File: src/rtl/signed_frame_extrema.sv
// Frame-wise signed max/min/count accumulator with a valid/ready input stream and a held result.
// A frame closes on in_last or when FRAME_LEN samples have been accepted. The result then stays on the outputs until it is consumed.
module signed_frame_extrema #(
  parameter int FRAME_LEN = 8
) (
  input  logic       clk,
  input  logic       reset,
  input  logic       in_valid,
  output logic       in_ready,
  input  logic [3:0] in_data,
  input  logic       in_last,
  output logic       out_valid,
  input  logic       out_ready,
  output logic [3:0] out_max,
  output logic [3:0] out_min,
  output logic [3:0] out_cnt,
  output logic       dbg_state
);

  // Handshake: a transfer happens on a rising edge where valid and ready are both 1.
  // Valid never depends on ready. Ready is a function of state alone.
  typedef enum logic {
    ACC  = 1'b0,
    HOLD = 1'b1
  } state_e;

  localparam logic [3:0] FRAME_LEN_C = 4'(FRAME_LEN);

  state_e             state_q, state_d;
  logic        [3:0] cnt_q, cnt_d;
  logic signed [3:0] max_q, max_d;
  logic signed [3:0] min_q, min_d;

  logic              in_fire;
  logic              out_fire;
  logic              frame_close;
  logic        [3:0] cnt_inc;
  logic signed [3:0] sample;

  assign sample      = $signed(in_data);
  assign in_fire     = in_valid & in_ready;
  assign out_fire    = out_valid & out_ready;
  assign cnt_inc     = cnt_q + 4'd1;
  assign frame_close = in_last | (cnt_inc == FRAME_LEN_C);

  always_ff @(posedge clk or negedge reset) begin
    if (!reset) begin
      state_q <= ACC;
    end else begin
      state_q <= state_d;
    end
  end

  always_comb begin
    state_d = state_q;
    case (state_q)
      ACC:     if (in_fire && frame_close) state_d = HOLD;
      HOLD:    if (out_fire) state_d = ACC;
      default: state_d = ACC;
    endcase
  end

  always_comb begin
    in_ready  = (state_q == ACC);
    out_valid = (state_q == HOLD);
    dbg_state = state_q;
  end

  // The first sample of a frame seeds both extremes. Later samples replace an extreme only when strictly beyond it.
  always_comb begin
    cnt_d = cnt_q;
    max_d = max_q;
    min_d = min_q;
    if (in_fire) begin
      cnt_d = cnt_inc;
      if (cnt_q == 4'd0) begin
        max_d = sample;
        min_d = sample;
      end else begin
        if (sample > max_q) max_d = sample;
        if (sample < min_q) min_d = sample;
      end
    end else if (out_fire) begin
      cnt_d = 4'd0;
    end
  end

  always_ff @(posedge clk or negedge reset) begin
    if (!reset) begin
      cnt_q <= 4'd0;
      max_q <= 4'sd0;
      min_q <= 4'sd0;
    end else begin
      cnt_q <= cnt_d;
      max_q <= max_d;
      min_q <= min_d;
    end
  end

  assign out_max = max_q;
  assign out_min = min_q;
  assign out_cnt = cnt_q;

endmodule

File: config.mk
export PLATFORM = sky130hd
export DESIGN_NAME = signed_frame_extrema
export DESIGN_NICKNAME = d
export VERILOG_FILES = /design/src/rtl/signed_frame_extrema.sv
export SDC_FILE = /design/constraint.sdc
export NUM_CORES = 1
export LEC_CHECK = 0
export ABC_AREA = 0
export CORE_MARGIN = 3
export CORE_UTILIZATION = 45
export CTS_BUF_LIST = sky130_fd_sc_hd__clkbuf_4
export CTS_CLUSTER_SIZE = 28
export DETAILED_ROUTE_END_ITERATION = 16
export PLACE_DENSITY = 0.78
export SLEW_MARGIN = 5
export SYNTH_ARGS = -nofsm -noshare
export SYNTH_HDL_FRONTEND = slang
export SYNTH_SLANG_ARGS = --single-unit
File: constraint.sdc
create_clock -name clk -period 1.7 [get_ports clk]
set_input_delay 0.255 -clock clk [delete_from_list [all_inputs] [get_ports clk]]
set_output_delay 0.255 -clock clk [all_outputs]
set_load 0.03 [all_outputs]
# Word level (Yosys, flattened, before mapping)

Cells that the tools add are included.

$add $sub $neg: 1
Order comparisons: 2
Eq/ne operators: 1
Mux-type cells: 9
Bitwise logic cells: 4
Reduce and logical (&&, ||, !) cells: 7

Operators with widths:

| operator              | count |
|---|---|
| $mux W4               | 6 |
| $reduce_bool A2 Y1    | 3 |
| $add A4 B1 Y4 const B | 1 |
| $eq A4 B4 Y1 const B  | 1 |
| $gt A4 B4 Y1          | 1 |
| $logic_not A4 Y1      | 1 |
| $lt A4 B4 Y1          | 1 |
| $reduce_and A2 Y1     | 2 |
| $and A1 B1 Y1         | 2 |
| $mux W1               | 2 |
| $pmux W1 S2           | 1 |
| $logic_and A1 B1 Y1   | 1 |
| $not A1 Y1            | 1 |
| $or A1 B1 Y1          | 1 |

Register bits after elaboration: 13
Input bits: 9
Output and inout bits: 15

# Longest topological paths before layout

Gate-level depths: netlist of the first run.

Word-level depth: 6
Gate-level depth with buffers: 6
Depth with buffers taken out: 6

# Worst setup path after synthesis of the first run

Ideal clock, no wire load.

Path kind: reg2reg
Start point: reg min_q[3], in the netlist out_min[3]
End point: reg min_q[0], in the netlist out_min[0]
Setup time: 125 ps
Arrival: 1868 ps
Required time: 1575 ps
Slack: -293 ps
Stages on the path, launching flop included: 7
Period minus slack after synthesis: 1993 ps
Cell sequence: dfrtp_1 inv_1 ha_1 inv_1 or4_4 o22ai_2 mux2_2

Longest elaborated chain between the ends: 3

Ends and longest elaborated chain:

| element                      | line | source |
|---|---|---|
| start, declared              | 32   | `logic signed [3:0] min_q, min_d;` |
| start signal, assigned       | 96   | `min_q <= min_d;` |
| $lt A4 B4 Y1                 | 81   | `if (sample < min_q) min_d = sample;` |
| $reduce_bool A2 Y1 (no line) | -    |  |
| $reduce_and A2 Y1 (no line)  | -    |  |

Every way passes these cells.
A chain may end at the register's enable or synchronous reset.

# Final worst setup path of the first run

Start point: reg min_q[3], in the netlist out_min[3]
End point: reg min_q[2], in the netlist out_min[2]

Same word-level chain as after synthesis.

==> metrics.md, run 1 <==
| Metric | Value |
|---|---|
| Run status | complete, but fails checks |
| Violations in the final reports | negative setup slack |
| Post-Layout Cell Count | 166 |
| First-pass GRT wire length | 4370 µm |
| Worst-margin pin slew | 378 ps |
| Area delta synth->final | 50.8% |
| Element type at the critical path start | flop |
| Final setup viols | 4 |
| Final core occ | 0.757 |
| DP Wirelength | 1880 µm |
| Final Max Tran Viols | 0 |
| Post-synth EDFFs | 0 |
| Final Hold Vio Count | 0 |
| Max-cap violations | 0 |
| Synth Area per Inst | 9.13 µm² |
| Final instance area | 1380 µm² |
| Antenna-violating nets left | 0 |
| Mapped Cells | 100 |
| Fillers | 140 |
| Final nets | 160 |
| Sw Ratio | 0.462 |
| Top post-synthesis cells by area | dfrtp_1 (36%), ha_1 (12%), nand3_1 (4.9%) |
| Share of the synthesized area in compound gates (AO/OA/AOI/OAI) | 0.173 |
| Initial drt markers | 13 |
| Setup crit end | out_min[2] |
| Placed cell count | 162 |
| Reg2reg end | out_min[2] |
| Sequential share of the synthesized area | 0.356 |
| CTS Buffer Depth | 2 |
| Yosys warnings | 0 |
| Total GRT Usage | 0.224 |
| Initial antenna violation count | 0 |
| Peak Freq | 0.560 GHz |
| Crit path capture type | flop |
| Final WS setup | -86.4 ps |
| Crit share post-route | 1.05 |
| Die extent in y | 51.1 µm |
| Most used flip-flop cell after synthesis | dfrtp_1 |
| H-tree levels | 1 |
| Die Area | 2610 µm² |
| Synth Area in XOR/XNOR | 0.0192 |
| P_sw | 1.08 mW |
| Cell area after synthesis | 913 µm² |
| Ant. Diodes | 0 |
| I/O pin count | 24 |
| Worst min-delay path category | primary input to async pin |
| CTS Buf Count | 3 |
| Ys async rst share | 1.00 |
| VDD IR max | 0.00129 V |
| Share of the synthesized area in the top cell type | 0.356 |
| Number of global-route vias before repair | 957 |
| Most frequent cells in the layout | buf_4 (16), dfrtp_1 (11), inv_1 (10), clkdlybuf4s50_1 (10), nand3_1 (9) |
| Commonest non-fill, non-tap cell in the layout | buf_4 |
| Setup Buffers After CTS | 0 |
| Setup TNS | -307 ps |
| Drt drc | 0 |
| Part of the power in combinational logic | 0.669 |
| Critical Path AT | 1950 ps |
| Layout cell share with drive strength beyond 1 | 0.262 |
| Syn nets | 118 |
| Post-Synth Adder-Cell Area | 0.123 |
| Mux cell area share after synthesis | 0.0493 |
| Setup Skew | 11.7 ps |
| Routed vias | 933 |
| Wire length per cell | 15.7 µm |
| Initial Util | 0.502 |
| Leak Pwr | 0.707 nW |
| Clk sinks | 13 |
| Row count | 15 |
| PwrDens | 1700 nW/µm² |
| CTS tree | yes |
| CTS root buffer | clkbuf_4 |
| PortBufs | 23 |
| Drt first pass iters | 4 |
| Seq pwr share | 0.237 |
| Post-Place Cell Area | 1300 µm² |
| Leading area contributor after synthesis | dfrtp_1 |
| Pin count of the biggest net entering global routing | 14 |
| Via/cell ratio | 5.62 |
| Largest family of logic cells by synthesized area | simple AND/OR/NAND/NOR gates |
| Netlist cell types | 27 |
| Flop2flop setup slack | -90 ps |
| Core footprint | 1820 µm² |
| Critical Path Fanout Max | 4 |
| Final Critical Period | 1790 ps |
| Crit Path Class | flop to flop |
| Global route overflow | 0 |
| Final RePlAce weighted congestion | 0.840 |
| Pint | 1.26 mW |
| FF-to-FF path depth | 6 |
| Worst-path clk slew | 90 ps |
| FF+latch count, synth | 13 |
| Chip width | 51.1 µm |
| Final WL | 2600 µm |
| Crit path from | out_min[3] |
| Post-synthesis simple-gate area fraction | 0.218 |
| Final Total Pwr | 2.34 mW |
| Worst-Skew Late Latency | 290 ps |
| Unrepaired setup endpoints after global routing | yes |
| Worst slew margin | 0.748 |
| Reg-to-reg critical path startpoint | out_min[3] |
| Clk pwr share | 0.094 |
| Worst endpoint required time | 1870 ps |
registers in the layout, indices dropped and copies added (netlist names):
name and count:
dbg_state 1, out_cnt 4, out_min 4, out_max 4
power by group through the flow:
stage / Clock [mW] / Combinational, mW / Sequential, mW
2_1_floorplan: 0 / 0.615 / 0.808
3_3_place_gp: 0 / 1.41 / 0.538
3_5_place_dp: 0 / 1.46 / 0.548
4_1_cts: 0.220 / 1.52 / 0.545
5_1_grt: 0.233 / 1.69 / 0.575
6_report: 0.219 / 1.56 / 0.554
critical path, cell delays in order, from the launching register on:
cell     delay (ps)
dfrtp_2         380
inv_2            50
ha_4            250
inv_2            30
or4_4           420
o22ai_4         210
mux2_4          330
synthesized netlist by cell type, types with 2 or more instances:
cell	instances
a21oi_1	3
nor2b_1	3
dfrtp_1	13
a221oi_1	4
nor2_1	5
inv_1	12
o21ai_0	7
nand2_1	7
nand4_1	2
mux2_2	4
o21ai_1	2
ha_1	9
and3_1	4
nand3_1	9
a211o_1	4
metrics by stage:
stage	worst slack, ps	hold WS [ps]
after floorplan	-198	-40.6
after global placement	-454	522
after detailed placement	-500	541
after CTS	-100	265
after global routing	-136	268
final	-86.4	258
worst min path at each step:
stage	startpoint	end	slack (ps)	depth (start not counted)
3_3_place_gp	out_min[0]	out_min[0]	520	1
2_1_floorplan	reset	dbg_state	-40	0
4_1_cts	reset	out_max[1]	270	2
6_report	reset	out_max[1]	260	2
5_1_grt	reset	out_max[1]	270	2
3_5_place_dp	out_min[1]	out_min[1]	540	1
layout make-up:
type                       instances  area (µm²)  share of cell area
clock buffer                       4        30.0              0.0218
multi-input combinational         73         591               0.429
tap                               25        31.3              0.0227
sequential                        13         328               0.238
inverter                          12        45.0              0.0327
timing repair buffer              39         353               0.256
kinds of logic after synthesis:
family | after synthesis
buffers and inverters | 14
adder cells (fa/ha/maj) | 9
multiplexers | 4
flip-flops | 13
AND/OR/NAND/NOR | 35
XOR/XNOR | 2
AO/OA/AOI/OAI | 23
layer usage:
metal / vias to the layer above / wire (µm) / global-route usage
li1: 445 / - / -
met1: 453 / 1120 / 0.264
met2: 29 / 1330 / 0.406
met3: 6 / 117 / 0.0408
met4: 0 / 34 / 0.0717
met5: - / 0 / 0
timing repair:
item | CTS | global route
gates resized for setup | 16 | 8
setup endpoints to repair | 14 | 11
hold buffers | 0 | 0
pin swaps | 3 | 1
Power figures use the tool's default switching activity.
==> run 2, diff against run 1 <==
- clock period: 1.7 -> 1.4 ns (I/O delays scaled with it)
==> metrics.md, run 2 (synthesized netlist as in run 1, its figures left out) <==
| Metric | Value |
|---|---|
| CTS Buffer Depth | 2 (unchanged) |
| H-tree levels | 1 (unchanged) |
| Global route overflow | 0 (unchanged) |
| Clk sinks | 13 (unchanged) |
| Final WL | 3250 µm (+25%) |
| Worst path buffer plus inverter count | 1 (-1) |
| Hold Slack | 238 ps (-19.9 ps) |
| CTS tree | yes |
| Dpl ws | -729 ps (-229 ps) |
| Final Hold Vio Count | 0 (unchanged) |
| Slowest cell on crit path | or4_4 |
| Crit Path Class | flop to flop |
| Worst-Skew Late Latency | 280 ps (about the same) |
| CTS root buffer | clkbuf_4 |
| CTS Buf Count | 3 (unchanged) |
| Drt first pass iters | 4 (unchanged) |
| Row count | 15 (unchanged) |
| Clk pwr share | 0.076 (-0.018) |
| Critical Path AT | 1980 ps (+30 ps) |
| I/O pin count | 24 (unchanged) |
| Initial antenna violation count | 0 (unchanged) |
| Worst slew margin | 0.727 (-0.0208) |
| Largest stage delay on the critical path | 540 ps (+120 ps) |
| Violations in the final reports | negative setup slack |
| Final Max Tran Viols | 0 (unchanged) |
| Reg-to-reg critical path startpoint | out_min[2] |
| Area delta synth->final | 68.1% |
| Most frequent cells in the layout | buf_4 (26), nand3_1 (9), dlygate4sd2_1 (8) |
| Leak Pwr | 0.717 nW (+1.4%) |
| Final RePlAce weighted congestion | 0.871 (+3.7%) |
| Via/cell ratio | 5.80 (+3.1%) |
| Core footprint | 1820 µm² (unchanged) |
| Commonest non-fill, non-tap cell in the layout | buf_4 |
| Crit share post-route | 1.30 (+0.246) |
| Total GRT Usage | 0.277 (+0.0529) |
| Unrepaired setup endpoints after global routing | yes |
| Final setup viols | 9 (+5) |
| Number of global-route vias before repair | 1062 (+11%) |
| PortBufs | 23 (unchanged) |
| DP Wirelength | 2060 µm (+10%) |
| Die extent in y | 51.1 µm (unchanged) |
| First-pass GRT wire length | 5270 µm (+21%) |
| Final Total Pwr | 3.36 mW (+44%) |
| Routed vias | 1020 (+9.3%) |
| Sw Ratio | 0.468 (+0.00545) |
| Pin count of the biggest net entering global routing | 14 (unchanged) |
| Crit path from | out_min[2] |
| Ant. Diodes | 0 (unchanged) |
| Worst-path clk slew | 80 ps (about the same) |
| PwrDens | 2190 nW/µm² (+29%) |
| Element type at the critical path start | flop |
| P_sw | 1.57 mW (+46%) |
| Final WS setup | -416 ps (-329 ps) |
| Critical Path Fanout Max | 4 (unchanged) |
| Final nets | 170 (+6.3%) |
| Critical-path cell list | inv_1, ha_1, or4_4, o22ai_4, mux2_4 |
| Initial drt markers | 44 (+31) |
| Final Critical Period | 1820 ps (+29.4 ps) |
| VDD IR max | 0.00171 V (+33%) |
| CP delay by family, top | simple AND/OR/NAND/NOR gates |
| Antenna-violating nets left | 0 (unchanged) |
| Crit path capture type | flop |
| Layout cell share with drive strength beyond 1 | 0.530 (+0.267) |
| Max-cap violations | 0 (unchanged) |
| Peak Freq | 0.551 GHz (-1.6%) |
| Worst-margin pin slew | 406 ps (+27.4 ps) |
| Setup Skew | 8.22 ps (-3.46 ps) |
| Drt drc | 0 (unchanged) |
| Wire length per cell | 18.4 µm (+18%) |
| Initial Util | 0.502 (unchanged) |
| Seq pwr share | 0.201 (-0.036) |
| Final core occ | 0.843 (+0.0866) |
| Pint | 1.79 mW (+42%) |
| Run status | complete, but fails checks |
| Chip width | 51.1 µm (unchanged) |
| Die Area | 2610 µm² (unchanged) |
| Worst endpoint required time | 1560 ps (-310 ps) |
| Part of the power in combinational logic | 0.723 (+0.054) |
| Fillers | 102 (-27%) |
| Worst min-delay path category | primary input to async pin |
[run 2: worst paths after layout]
| kind | endpoint | slack, ps | cells past startpoint |
|---|---|---|---|
| max | out_min[3] | -420 | 5 |
| min reg2reg | out_min[0] | 560 | 1 |
| min in group clk | out_min[0] | 500 | 3 |
| min | dbg_state | 240 | 2 |
| max in group asynchronous | out_min[3] | 970 | 2 |
| max reg2reg | out_min[3] | -420 | 5 |
[run 2: layout make-up]
| class | instances | area [µm²] | area share |
|---|---|---|---|
| tap | 25 | 31.3 | 0.0204 |
| timing repair buffer | 49 | 385 | 0.251 |
| clock buffer | 4 | 30.0 | 0.0196 |
| inverter | 12 | 45.0 | 0.0293 |
| sequential | 13 | 334 | 0.218 |
| multi-input combinational | 73 | 709 | 0.462 |
[run 2: per-layer routing]
metal | up-vias | wire, µm | GRT usage
li1 | 461 | - | -
met2 | 47 | 1730 | 0.511
met3 | 14 | 144 | 0.0466
met5 | - | 0 | 0
met1 | 498 | 1260 | 0.315
met4 | 0 | 113 | 0.103
[run 2: repair_timing]
item                       CTS  global route
setup buffers                1             2
pin swaps                    6             5
setup endpoints to repair   21            16
hold buffers                 0             0
resized for setup           50            16
cloned                       0             0
[run 2: power by group through the flow]
| stage | Sequential (mW) | Combinational [mW] | Clock (mW) |
|---|---|---|---|
| 2_1_floorplan | 1.00 | 0.858 | 0 |
| 3_3_place_gp | 0.655 | 1.99 | 0 |
| 3_5_place_dp | 0.661 | 2.07 | 0 |
| 4_1_cts | 0.664 | 2.28 | 0.266 |
| 5_1_grt | 0.696 | 2.58 | 0.281 |
| 6_report | 0.675 | 2.43 | 0.255 |
[run 2: metrics by stage]
| step | area (µm²) | TNS (ps) | cells |
|---|---|---|---|
| after floorplan | 982 | -2370 | 100 |
| after global placement | 1410 | -4850 | 170 |
| after detailed placement | 1410 | -5370 | 170 |
| after CTS | 1530 | -1900 | 174 |
| after global routing | 1540 | -2590 | 176 |
| final | 1540 | -2110 | 176 |
==> run 3, diff against run 2 <==
- CORE_UTILIZATION: 45 -> 37
- CTS_CLUSTER_DIAMETER: unset -> 30
- PLACE_DENSITY: 0.78 -> 0.66
- TNS_END_PERCENT: unset -> 50
==> metrics.md, run 3 (synthesized netlist as in run 1, its figures left out) <==
| Metric | Value |
|---|---|
| Critical-path cell list | inv_2, ha_4, inv_2, or4_4, o22ai_4, mux2_4 |
| CTS Buffer Depth | 2 (unchanged) |
| Worst-path clk slew | 90 ps (about the same) |
| Drt first pass iters | 5 (+1) |
| Crit share post-route | 1.27 (-0.0247) |
| Final WL | 2610 µm (-20%) |
| CP delay by family, top | simple AND/OR/NAND/NOR gates |
| CTS Buf Count | 3 (unchanged) |
| Crit path capture type | flop |
| PortBufs | 23 (unchanged) |
| First-pass GRT wire length | 4350 µm (-18%) |
| H-tree levels | 1 (unchanged) |
| Wire length per cell | 14.1 µm (-23%) |
| Initial Util | 0.401 (-0.100) |
| Final RePlAce weighted congestion | 0.824 (-5.4%) |
| Layout cell share with drive strength beyond 1 | 0.459 (-0.0712) |
| CTS tree | yes |
| Critical Path Fanout Max | 4 (unchanged) |
| Final nets | 176 (+3.5%) |
| Setup Skew | 10.3 ps (+2.09 ps) |
| Row count | 17 (+2) |
| Flop2flop setup slack | -380 ps (+30 ps) |
| Routed vias | 968 (-5.1%) |
| Final WS setup | -381 ps (+34.6 ps) |
| Worst endpoint required time | 1560 ps (about the same) |
| Drt drc | 0 (unchanged) |
| Crit Path Class | flop to flop |
| Critical Path Most Common Cell | inv_2 |
| Hold Slack | 226 ps (-12.3 ps) |
| Clk sinks | 13 (unchanged) |
| Gr busiest metal | met2 |
| PwrDens | 2100 nW/µm² (-4.3%) |
| Critical Path AT | 1940 ps (-40 ps) |
| Peak Freq | 0.561 GHz (+1.9%) |
| Final Hold Vio Count | 0 (unchanged) |
| Leak Pwr | 0.739 nW (+3.1%) |
| Sequential Area | 329 µm² (-1.5%) |
| Number of global-route vias before repair | 919 (-13%) |
| Dpl ws | -729 ps (+0.199 ps) |
| Chip width | 55.7 µm (+9.1%) |
| Antenna-violating nets left | 0 (unchanged) |
| Worst-margin pin slew | 317 ps (-88.6 ps) |
| VDD IR max | 0.00134 V (-22%) |
| Slowest cell on crit path | or4_4 |
| Met2 Usage GRT | 0.272 (-0.239) |
| Max-cap violations | 0 (unchanged) |
| Commonest non-fill, non-tap cell in the layout | buf_4 |
| FF-to-FF path depth | 6 (+1) |
| Worst min-delay path category | primary input to async pin |
| Die extent in y | 55.7 µm (+9.1%) |
| CTS root buffer | clkbuf_4 |
| Unrepaired setup endpoints after global routing | yes |
| Initial drt markers | 21 (-52%) |
| Reg2reg end | out_min[3] |
| Worst slew margin | 0.788 (+0.0611) |
| Most frequent cells in the layout | buf_4 (32), inv_1 (10), dfrtp_1 (10), nand3_1 (9) |
| Run status | complete, but fails checks |
| Core footprint | 2280 µm² (+25%) |
| Final Critical Period | 1780 ps (-34.6 ps) |
| Total GRT Usage | 0.174 (-0.103) |
| Violations in the final reports | negative setup slack |
| Met1 global-route usage | 0.250 (-0.0647) |
| Met3 Usage GRT | 0.0278 (-0.0188) |
| Ant. Diodes | 0 (unchanged) |
| DP Wirelength | 1870 µm (-9.5%) |
| Final core occ | 0.684 (-0.159) |
| Fillers | 196 (+92%) |
| Worst-Skew Late Latency | 280 ps (about the same) |
| Worst path buffer plus inverter count | 2 (+1) |
| Multi-input logic area | 669 µm² (-5.6%) |
| Area delta synth->final | 70.4% |
| I/O pin count | 24 (unchanged) |
| Reg-to-reg critical path startpoint | out_min[3] |
| Initial antenna violation count | 0 (unchanged) |
| Final Total Pwr | 3.26 mW (-3.0%) |
| Global route overflow | 0 (unchanged) |
| Die Area | 3100 µm² (+19%) |
| Final Max Tran Viols | 0 (unchanged) |
| Largest stage delay on the critical path | 420 ps (-120 ps) |
| Post-CTS Hold Buffers | 0 (unchanged) |
| Final setup viols | 9 (unchanged) |
| Via/cell ratio | 5.23 (-9.7%) |
| Pin count of the biggest net entering global routing | 14 (unchanged) |
| Setup TNS | -1850 ps (+258 ps) |
| Element type at the critical path start | flop |
-- run 3: worst max path at each step --
stage	startpoint	slack [ps]	depth (start not counted)	end
6_report	out_min[3]	-380	6	out_min[3]
5_1_grt	out_min[3]	-420	6	out_min[3]
4_1_cts	out_min[3]	-400	6	out_min[0]
3_5_place_dp	in_data[3]	-730	6	out_min[0]
3_3_place_gp	in_data[3]	-680	6	out_min[3]
2_1_floorplan	out_min[3]	-500	6	out_min[2]
-- run 3: where the power goes --
group          internal, mW  leakage, nW  total (mW)  switching [mW]
registers             0.536        0.155       0.634          0.0974
clock network         0.130       0.0184       0.258           0.129
logic                  1.14        0.565        2.37            1.23
total                  1.81        0.739        3.26            1.45
-- run 3: per-layer routing --
| metal | part of all wire | up-vias |
|---|---|---|
| li1 | - | 479 |
| met1 | 0.46 | 471 |
| met2 | 0.50 | 16 |
| met3 | 0.026 | 2 |
| met4 | 0.0061 | 0 |
| met5 | 0 | - |
-- run 3: timing repair --
action                     4_1_cts  5_1_grt
resized for setup               45       17
setup endpoints to repair       22       17
setup buffers                    3        0
pin swaps                        9        7
-- run 3: per-stage QoR --
step | area, µm² | instances
after floorplan | 923 | 100
after global placement | 1390 | 178
after detailed placement | 1390 | 178
after CTS | 1540 | 185
after global routing | 1560 | 185
final | 1560 | 185
-- run 3: layout make-up --
class,instances,share of cell area
inverters,12,0.0289
flip-flops and latches,13,0.211
clock buffers,4,0.0193
multi-input cells,73,0.430
repair buffers,55,0.288
well taps,28,0.0225
